File: config.mk
export PLATFORM = sky130hd
export DESIGN_NAME = dmem_arbiter
export DESIGN_NICKNAME = d
export VERILOG_FILES = /design/src/rtl/dmem_arb_pkg.sv /design/src/rtl/rr_pick2.sv /design/src/rtl/dmem_arbiter.sv
export SDC_FILE = /design/constraint.sdc
export NUM_CORES = 1
export LEC_CHECK = 0
export CAP_MARGIN = 20
export CORE_AREA = 2 2 128 130
export CTS_BUF_LIST = sky130_fd_sc_hd__clkbuf_16
export DETAILED_ROUTE_END_ITERATION = 16
export DIE_AREA = 0 0 130 132
export PLACE_DENSITY = 0.66
export SKIP_LAST_GASP = 1
export SYNTH_ARGS = -nofsm -noshare
export SYNTH_HDL_FRONTEND = slang
export SYNTH_SLANG_ARGS = --single-unit
File: constraint.sdc
create_clock -name clk -period 2.3 [get_ports clk]
set_clock_uncertainty 0.15 [all_clocks]
set_input_delay 0.23 -clock clk [delete_from_list [all_inputs] [get_ports clk]]
set_output_delay 0.23 -clock clk [all_outputs]
set_load 0.05 [all_outputs]
File: src/rtl/dmem_arb_pkg.sv
// Shared types for the data-memory arbiter: port identifiers and arbitration states.
package dmem_arb_pkg;

    localparam int DMEM_ARB_NPORTS = 2;

    typedef logic [0:0] port_id_t;

    typedef enum logic {
        ARB_UNLOCKED,
        ARB_LOCKED
    } arb_state_t;

    function automatic port_id_t other_port(input port_id_t p);
        return ~p;
    endfunction

endpackage

File: src/rtl/rr_pick2.sv
// Combinational two-way round-robin picker: a lone request wins outright,
// a tie goes to the port that was not granted last.
module rr_pick2
    import dmem_arb_pkg::*;
(
    input  logic [DMEM_ARB_NPORTS-1:0] req_i,
    input  port_id_t                   last_i,
    output logic [DMEM_ARB_NPORTS-1:0] gnt_o
);

    genvar gi;
    generate
        for (gi = 0; gi < DMEM_ARB_NPORTS; gi++) begin : g_pick
            assign gnt_o[gi] = req_i[gi] &&
                               (!req_i[DMEM_ARB_NPORTS-1-gi] || (last_i != port_id_t'(gi)));
        end
    endgenerate

endmodule

File: src/rtl/dmem_arbiter.sv
// Two-port round-robin arbiter with bounded locking in front of the data memory.
// Optional conflict counter enabled by defining DMEM_ARB_PERF_EN.
module dmem_arbiter
    import dmem_arb_pkg::*;
#(
    parameter int ADDR_W   = 32,
    parameter int DATA_W   = 32,
    parameter int MAX_LOCK = 8
) (
    input  logic              clk,
    input  logic              reset,
    input  logic              req0,
    input  logic              req1,
    input  logic              we0,
    input  logic              we1,
    input  logic              lock0,
    input  logic              lock1,
    input  logic [ADDR_W-1:0] addr0,
    input  logic [ADDR_W-1:0] addr1,
    input  logic [DATA_W-1:0] wdata0,
    input  logic [DATA_W-1:0] wdata1,
    output logic              gnt0,
    output logic              gnt1,
    output logic              rvalid0,
    output logic              rvalid1,
    output logic [DATA_W-1:0] rdata0,
    output logic [DATA_W-1:0] rdata1,
    output logic              lock_tmo,
    output logic [31:0]       perf_conflicts,
    output logic              mem_we,
    output logic [ADDR_W-1:0] mem_addr,
    output logic [DATA_W-1:0] mem_wdata,
    input  logic [DATA_W-1:0] mem_rdata
);

    localparam int CNT_W = (MAX_LOCK > 2) ? $clog2(MAX_LOCK) : 1;
    localparam logic [CNT_W-1:0] CNT_LAST = CNT_W'(MAX_LOCK - 1);

    logic [DMEM_ARB_NPORTS-1:0] req;
    logic [DMEM_ARB_NPORTS-1:0] we;
    logic [DMEM_ARB_NPORTS-1:0] lock;
    logic [DMEM_ARB_NPORTS-1:0] rr_gnt;
    logic [DMEM_ARB_NPORTS-1:0] gnt;

    arb_state_t     state_q, state_d;
    port_id_t       owner_q, owner_d;
    port_id_t       last_q, last_d;
    logic [CNT_W-1:0] cnt_q, cnt_d;
    logic           lock_tmo_c;

    logic [DMEM_ARB_NPORTS-1:0] rvalid_q;
    logic [DATA_W-1:0]          rdata_q [DMEM_ARB_NPORTS];

    assign req  = {req1, req0};
    assign we   = {we1, we0};
    assign lock = {lock1, lock0};

    rr_pick2 u_pick (
        .req_i  (req),
        .last_i (last_q),
        .gnt_o  (rr_gnt)
    );

    always_comb begin
        gnt        = '0;
        lock_tmo_c = 1'b0;
        state_d    = state_q;
        owner_d    = owner_q;
        last_d     = last_q;
        cnt_d      = cnt_q;
        if (state_q == ARB_UNLOCKED) begin
            gnt = rr_gnt;
            for (int i = 0; i < DMEM_ARB_NPORTS; i++) begin
                if (gnt[i]) begin
                    last_d = port_id_t'(i);
                    if (lock[i]) begin
                        state_d = ARB_LOCKED;
                        owner_d = port_id_t'(i);
                        cnt_d   = '0;
                    end
                end
            end
        end else begin
            // The non-owner stalls even while the owner is idle.
            gnt[owner_q] = req[owner_q];
            cnt_d        = cnt_q + 1'b1;
            if (gnt[owner_q]) begin
                last_d = owner_q;
            end
            if (cnt_q == CNT_LAST) begin
                state_d    = ARB_UNLOCKED;
                cnt_d      = '0;
                last_d     = owner_q;
                lock_tmo_c = lock[owner_q];
            end else if (!lock[owner_q]) begin
                state_d = ARB_UNLOCKED;
                cnt_d   = '0;
            end
        end
        if (reset) begin
            gnt        = '0;
            lock_tmo_c = 1'b0;
        end
    end

    always_ff @(posedge clk) begin
        if (reset) begin
            state_q <= ARB_UNLOCKED;
            owner_q <= '0;
            last_q  <= 1'b1;
            cnt_q   <= '0;
        end else begin
            state_q <= state_d;
            owner_q <= owner_d;
            last_q  <= last_d;
            cnt_q   <= cnt_d;
        end
    end

    genvar gi;
    generate
        for (gi = 0; gi < DMEM_ARB_NPORTS; gi++) begin : g_resp
            always_ff @(posedge clk) begin
                if (reset) begin
                    rvalid_q[gi] <= 1'b0;
                    rdata_q[gi]  <= '0;
                end else begin
                    rvalid_q[gi] <= gnt[gi] && !we[gi];
                    if (gnt[gi] && !we[gi]) begin
                        rdata_q[gi] <= mem_rdata;
                    end
                end
            end
        end
    endgenerate

    assign gnt0     = gnt[0];
    assign gnt1     = gnt[1];
    // A response registered just before reset must not escape during the reset cycle.
    assign rvalid0  = rvalid_q[0] && !reset;
    assign rvalid1  = rvalid_q[1] && !reset;
    assign rdata0   = rdata_q[0];
    assign rdata1   = rdata_q[1];
    assign lock_tmo = lock_tmo_c;

    assign mem_we    = gnt[1] ? we1 : (gnt[0] && we0);
    assign mem_addr  = gnt[1] ? addr1 : addr0;
    assign mem_wdata = gnt[1] ? wdata1 : wdata0;

`ifdef DMEM_ARB_PERF_EN
    logic [31:0] perf_q;
    logic        conflict;

    assign conflict = (req0 && req1) ||
                      ((state_q == ARB_LOCKED) && req[other_port(owner_q)]);

    always_ff @(posedge clk) begin
        if (reset) begin
            perf_q <= '0;
        end else if (conflict && (perf_q != 32'hFFFF_FFFF)) begin
            perf_q <= perf_q + 32'd1;
        end
    end

    assign perf_conflicts = perf_q;
`else
    assign perf_conflicts = 32'd0;
`endif

endmodule

# Yosys cells after proc, flatten, opt, wreduce, memory -nomap -nowiden

Memory sizes are Yosys's and may differ from the RTL's.
Cells that the tools add are included.

Input bits: 168
Register bits after elaboration: 8
Memories kept: 1
Logic and storage cells: 82
Memory bits (writable): 64
Output and inout bits: 166

Order comparisons: 2
Eq/ne operators: 2
$add $sub $neg: 1
Mux-type cells: 49
Bitwise operators: 4
Reductions and logical operators: 17

Memories:

| name    | words | bits a word | read ports | clocked after memory_dff | write ports | line               | RTL |
|---|---|---|---|---|---|---|---|
| rdata_q | 2     | 32          | 2          | 0                        | 2           | dmem_arbiter.sv:52 | `logic [DATA_W-1:0] rdata_q [DMEM_ARB_NPORTS];` |

Operator list:

| cell                                                       | count |
|---|---|
| two-way mux 32 bit                                         | 4 |
| two-way mux 1 bit                                          | 35 |
| two-way mux 3 bit                                          | 7 |
| logical AND 1 bit                                          | 8 |
| logical NOT 1 bit                                          | 5 |
| two-way mux 2 bit                                          | 2 |
| adder 3 x 1 -> 3 bit, second input constant                | 1 |
| == test 3 bit, second input constant                       | 1 |
| inequality test 3 x 1 -> 1 bit, second input constant      | 1 |
| nonzero test 3 bit                                         | 1 |
| AND 2 bit                                                  | 1 |
| logical OR 1 bit                                           | 2 |
| less-than comparator 1 x 2 -> 1 bit, second input constant | 1 |
| OR 1 bit                                                   | 2 |
| AND reduction 2 bit                                        | 1 |
| demux 1 bit (select 1 bit)                                 | 1 |
| greater-or-equal comparator 1 bit, second input constant   | 1 |
| NOT 1 bit                                                  | 1 |

# Depth between registers and ports, before layout

Depth in word-level cells: 12
Depth in mapped cells: 7
Gate-level depth less buffers: 5

# Modules after synthesis

A second synthesis with hierarchy kept.

Cell total of the unflattened synthesis: 290
Area, all modules: 4131.5 µm²

By module, submodules not included:

| module       | instances | sequential area each (µm²) | area each (µm²) | cells an instance |
|---|---|---|---|---|
| dmem_arbiter | 1         | 2082.0                     | 4112.7          | 287 |
| rr_pick2     | 1         | 0.0                        | 18.8            | 3 |

# Worst setup path before layout

Ideal clock, no wire load.

Kind: flip-flop to output port
Start point: register cnt_q[0]
End point: output lock_tmo
Stages on the path, launching flop included: 5
Buffers on the path: 0
Path slack: -0.247 ns
Data required time: 1.920 ns
Data arrival time: 2.167 ns
Path through: dfxtp_1 ha_1 ha_1 inv_1 nor4_1

Longest elaborated chain between the ends: 4

Ends and longest elaborated chain:

| what                   | line                | RTL |
|---|---|---|
| from (decl)            | dmem_arbiter.sv:48  | `logic [CNT_W-1:0] cnt_q, cnt_d;` |
| from (signal assigned) | dmem_arbiter.sv:116 | `cnt_q <= cnt_d;` |
| == test 3 bit          | dmem_arbiter.sv:90  | `if (cnt_q == CNT_LAST) begin` |
| two-way mux 1 bit      | dmem_arbiter.sv:90  |  |
| two-way mux 1 bit      | dmem_arbiter.sv:71  | `if (state_q == ARB_UNLOCKED) begin` |
| two-way mux 1 bit      | dmem_arbiter.sv:100 | `if (reset) begin` |
| to (decl)              | dmem_arbiter.sv:28  | `output logic lock_tmo,` |

No other way between the ends.

# Final worst setup path

Start point: input req1
End point: output mem_wdata[22]

Longest elaborated chain between the ends: 6
Elaborated cells between the ends (all ways): 7
Those cells by class: 5 x mux; 1 x bitwise; 1 x reduce/logical

Ends and longest elaborated chain:

| what                                                  | line                | RTL |
|---|---|---|
| from (decl)                                           | dmem_arbiter.sv:13  | `input logic req1,` |
| two-way mux 1 bit (implied by the code) (2 in series) | dmem_arbiter.sv:85  | `gnt[owner_q] = req[owner_q];` |
| AND 2 bit (no line)                                   | -                   |  |
| two-way mux 2 bit (*)                                 | dmem_arbiter.sv:71  |  |
| two-way mux 2 bit (*)                                 | dmem_arbiter.sv:100 |  |
| two-way mux 32 bit (*)                                | dmem_arbiter.sv:148 | `assign mem_wdata = gnt[1] ? wdata1 : wdata0;` |
| to (decl)                                             | dmem_arbiter.sv:32  | `output logic [DATA_W-1:0] mem_wdata,` |

Mark *: on every way between the ends. The rest lies on a longest branch, timed or not. The select of a mux whose other input is x is not followed.

==> results by group <==
Outcome
  – Outcome: finished, final reports clean

Yosys
  – FFs w/ async S/R, synth: 0%
  – Synth Instances: 292
  – Post-synth EDFFs: 64
  – Post-Synthesis Cell Area: 4050 um^2
  – Avg Cell Area, Syn: 13.9 um^2
  – Main synth FF type: edfxtp_1
  – Ys Warns: 0
  – Post-synthesis register bit count: 72
  – Synth cell types: 35
  – Sequential area share after synthesis: 51.4%

Worst hold path
  – Hold Startpoint: cnt_q[2]
  – Worst min-delay path category: reg2reg
  – Hold Crit Depth: 1
  – WHS Endpoint: cnt_q[2]

Critical path
  – Worst r2r src: state_q
  – R2r endpoint: rdata_q[0][30]
  – Setup crit start kind: input pin
  – Worst path required time: 1.92 ns
  – R2R setup slack: 0.50 ns
  – Critical path class: in2out
  – CP arrival: 1.82 ns
  – Critical Path Sink Type: primary output
  – R2r worst-path depth: 5
  – Critical path peak fanout: 9

STA
  – Final slew viol count: 0
  – Period utilization: 95.5%
  – Min Tclk post-route: 2.20 ns
  – Worst slew margin: 60.5%
  – RSZ-0062 raised after global routing: no
  – Slew of the pin with the lowest slew margin: 0.587 ns
  – # setup viols final: 0
  – Final hold violation count: 0
  – Worst hold margin: 0.370 ns
  – Fmax: 0.455 GHz
  – Sum Neg Setup Slack: 0 ns

Floorplanning
  – Core box area: 15,700 um^2
  – Initial Util: 25.8%
  – Io pins: 334
  – DIE HEIGHT: 132 um
  – Die ar.: 17,200 um^2
  – Rows: 46
  – DIE WIDTH: 130 um

Clock network
  – Postcts setup bufs: 0
  – Hold_buf cts: 0
  – Clk sink count: 72
  – CTS tree: built
  – Clock buffer depth: 2
  – Num CTS Buffers: 9
  – Reg clk slew, reported paths: 0.06 ns
  – Worst skew pair latency: 0.32 ns
  – H-tree levels: 3
  – Clock root buffer: clkbuf_16

Placement
  – DP Wirelength: 13,000 um
  – Placer Congestion: 0.804
  – I/O Buffers: 301

GRT
  – Initial antenna violation count: 2
  – Vias in the first global route: 3,584
  – Largest net degree at the start of global routing: 34
  – Tot GR Track Use: 17.4%
  – First-pass GRT wire length: 21,800 um
  – Grt ovf: 0

Layout
  – Flip-flop and latch area: 2080 um^2
  – Footprint of the multi-input gates: 1730 um^2
  – Share of layout cells above drive strength 1: 28.5%
  – N_diodes: 0
  – Synth-to-Final Area Change: 86.4%
  – FILL cells: 1,413
  – Layout net count: 773

Drt
  – Drt pass-1 iters: 4
  – Initial DRC Count: 105
  – DR vias: 3,410
  – Antenna Violating Nets Remaining: 0
  – Post-Route WL: 15,700 um
  – DR vias/cell: 4.14
  – DRC viols: 0
  – Routed WL per cell: 19.0 um

Power
  – Leak: 3.18 nW
  – PwrDens: 611 nW/um^2
  – Worst VDD drop: 0.000445 V

Run
  – MaxCap Viol Count: 0
## cells by family after synthesis
family	after synthesis	share of synthesized area (%)
multiplexers	67	23.1
AND/OR/NAND/NOR	78	11.8
AO/OA/AOI/OAI	18	3.74
flip-flops	72	51.4
adder cells (fa/ha/maj)	2	0.618
buffers and inverters	54	9.24
other	1	0.0926
## metal layers
metal | up-vias | track usage [%] | share of wire [%]
li1 | 1591 | - | -
met1 | 1609 | 18.3 | 35
met2 | 185 | 32.2 | 52
met3 | 21 | 6.37 | 11
met4 | 4 | 4.90 | 1.8
met5 | - | 0 | 0.15
## metrics by stage
| stage | worst slack (ns) | cells | area (um^2) | total power, W | utilization [%] |
|---|---|---|---|---|---|
| after detailed placement | 0.0848 | 808 | 7260 | 0.00334 | 46.2 |
| after CTS | 0.0307 | 824 | 7540 | 0.00465 | 48.0 |
| after global placement | 0.109 | 808 | 7260 | 0.00333 | 46.2 |
| after floorplan | 0.198 | 323 | 4170 | 0.00265 | - |
| after global routing | 0.0313 | 824 | 7540 | 0.00476 | 48.0 |
| final | 0.104 | 824 | 7540 | 0.00461 | 48.0 |
## repair_timing
item / CTS / global route
hold endpoints to repair: 0 / 0
endpoints found under the setup margin: 0 / 52
resized for setup: 0 / 1
## power by group
part           internal (W)  switching (W)  leakage [nW]
combinational      0.000725        0.00104          2.32
clock              0.000739       0.000565         0.126
sequential          0.00151      0.0000264         0.733
## area by class of cell
| type | count | share of cell area, % |
|---|---|---|
| Timing Repair Buffer | 317 | 41.9 |
| Inverter | 6 | 0.299 |
| Sequential cell | 72 | 27.6 |
| Multi-Input combinational cell | 197 | 22.9 |
| Clock buffer | 9 | 2.99 |
| Clock inverter | 7 | 0.730 |
| Tap cell | 216 | 3.58 |
## state kept, by name, summed over array words and instances, names as in the netlist
register,flops
state_q,1
owner_q,1
rvalid_q,2
cnt_q,3
last_q,1
rdata_q,64
## cells in the mapped netlist (3+ instances only)
cell type / n / area (um^2)
buf_2: 5 / 25.0
mux2_2: 15 / 169
and2_1: 64 / 400
clkbuf_1: 5 / 18.8
dfxtp_1: 8 / 160
mux2i_1: 3 / 30.0
edfxtp_1: 64 / 1920
buf_4: 32 / 240
mux2_4: 49 / 736
buf_6: 6 / 67.6
inv_1: 5 / 18.8
## critical path, stage by stage
cell,delay (ns)
clkdlybuf4s50_1,0.54
nand2b_1,0.11
a21o_4,0.23
buf_4,0.20
mux2_4,0.31
buf_4,0.19
## placed cells by master, fill, tap and decap left out, drive strengths merged, types with 2 or more instances in the layout
| cell | netlist | routed |
|---|---|---|
| a211oi | 2 | 2 |
| a21boi | 2 | 2 |
| a21o | 2 | 2 |
| a21oi | 2 | 2 |
| a22o | 2 | 2 |
| a32o | 2 | 2 |
| and2 | 64 | 64 |
| buf | 43 | 86 |
| clkbuf | 5 | 9 |
| clkdlybuf4s50 | 0 | 231 |
| clkinvlp | 0 | 4 |
| conb | 1 | 32 |
| dfxtp | 8 | 8 |
| edfxtp | 64 | 64 |
| ha | 2 | 2 |
| inv | 6 | 8 |
| mux2 | 64 | 64 |
| mux2i | 3 | 3 |
| nand2b | 2 | 2 |
| nor2 | 2 | 2 |
| nor2b | 2 | 2 |
| nor3 | 2 | 2 |
| nor4 | 2 | 2 |
| or2 | 2 | 2 |
## how the worst max path moves through the flow
| stage | slack (ns) | depth (start not counted) | endpoint | startpoint |
|---|---|---|---|---|
| after detailed placement | 0.08 | 6 | mem_wdata[22] | req1 |
| final | 0.10 | 6 | mem_wdata[22] | req1 |
| after global placement | 0.11 | 6 | mem_wdata[22] | req0 |
| after floorplan | 0.20 | 7 | mem_we | req0 |
| after CTS | 0.03 | 5 | mem_wdata[22] | owner_q |
| after global routing | 0.03 | 6 | mem_wdata[27] | req1 |
Power figures use the tool's default switching activity.
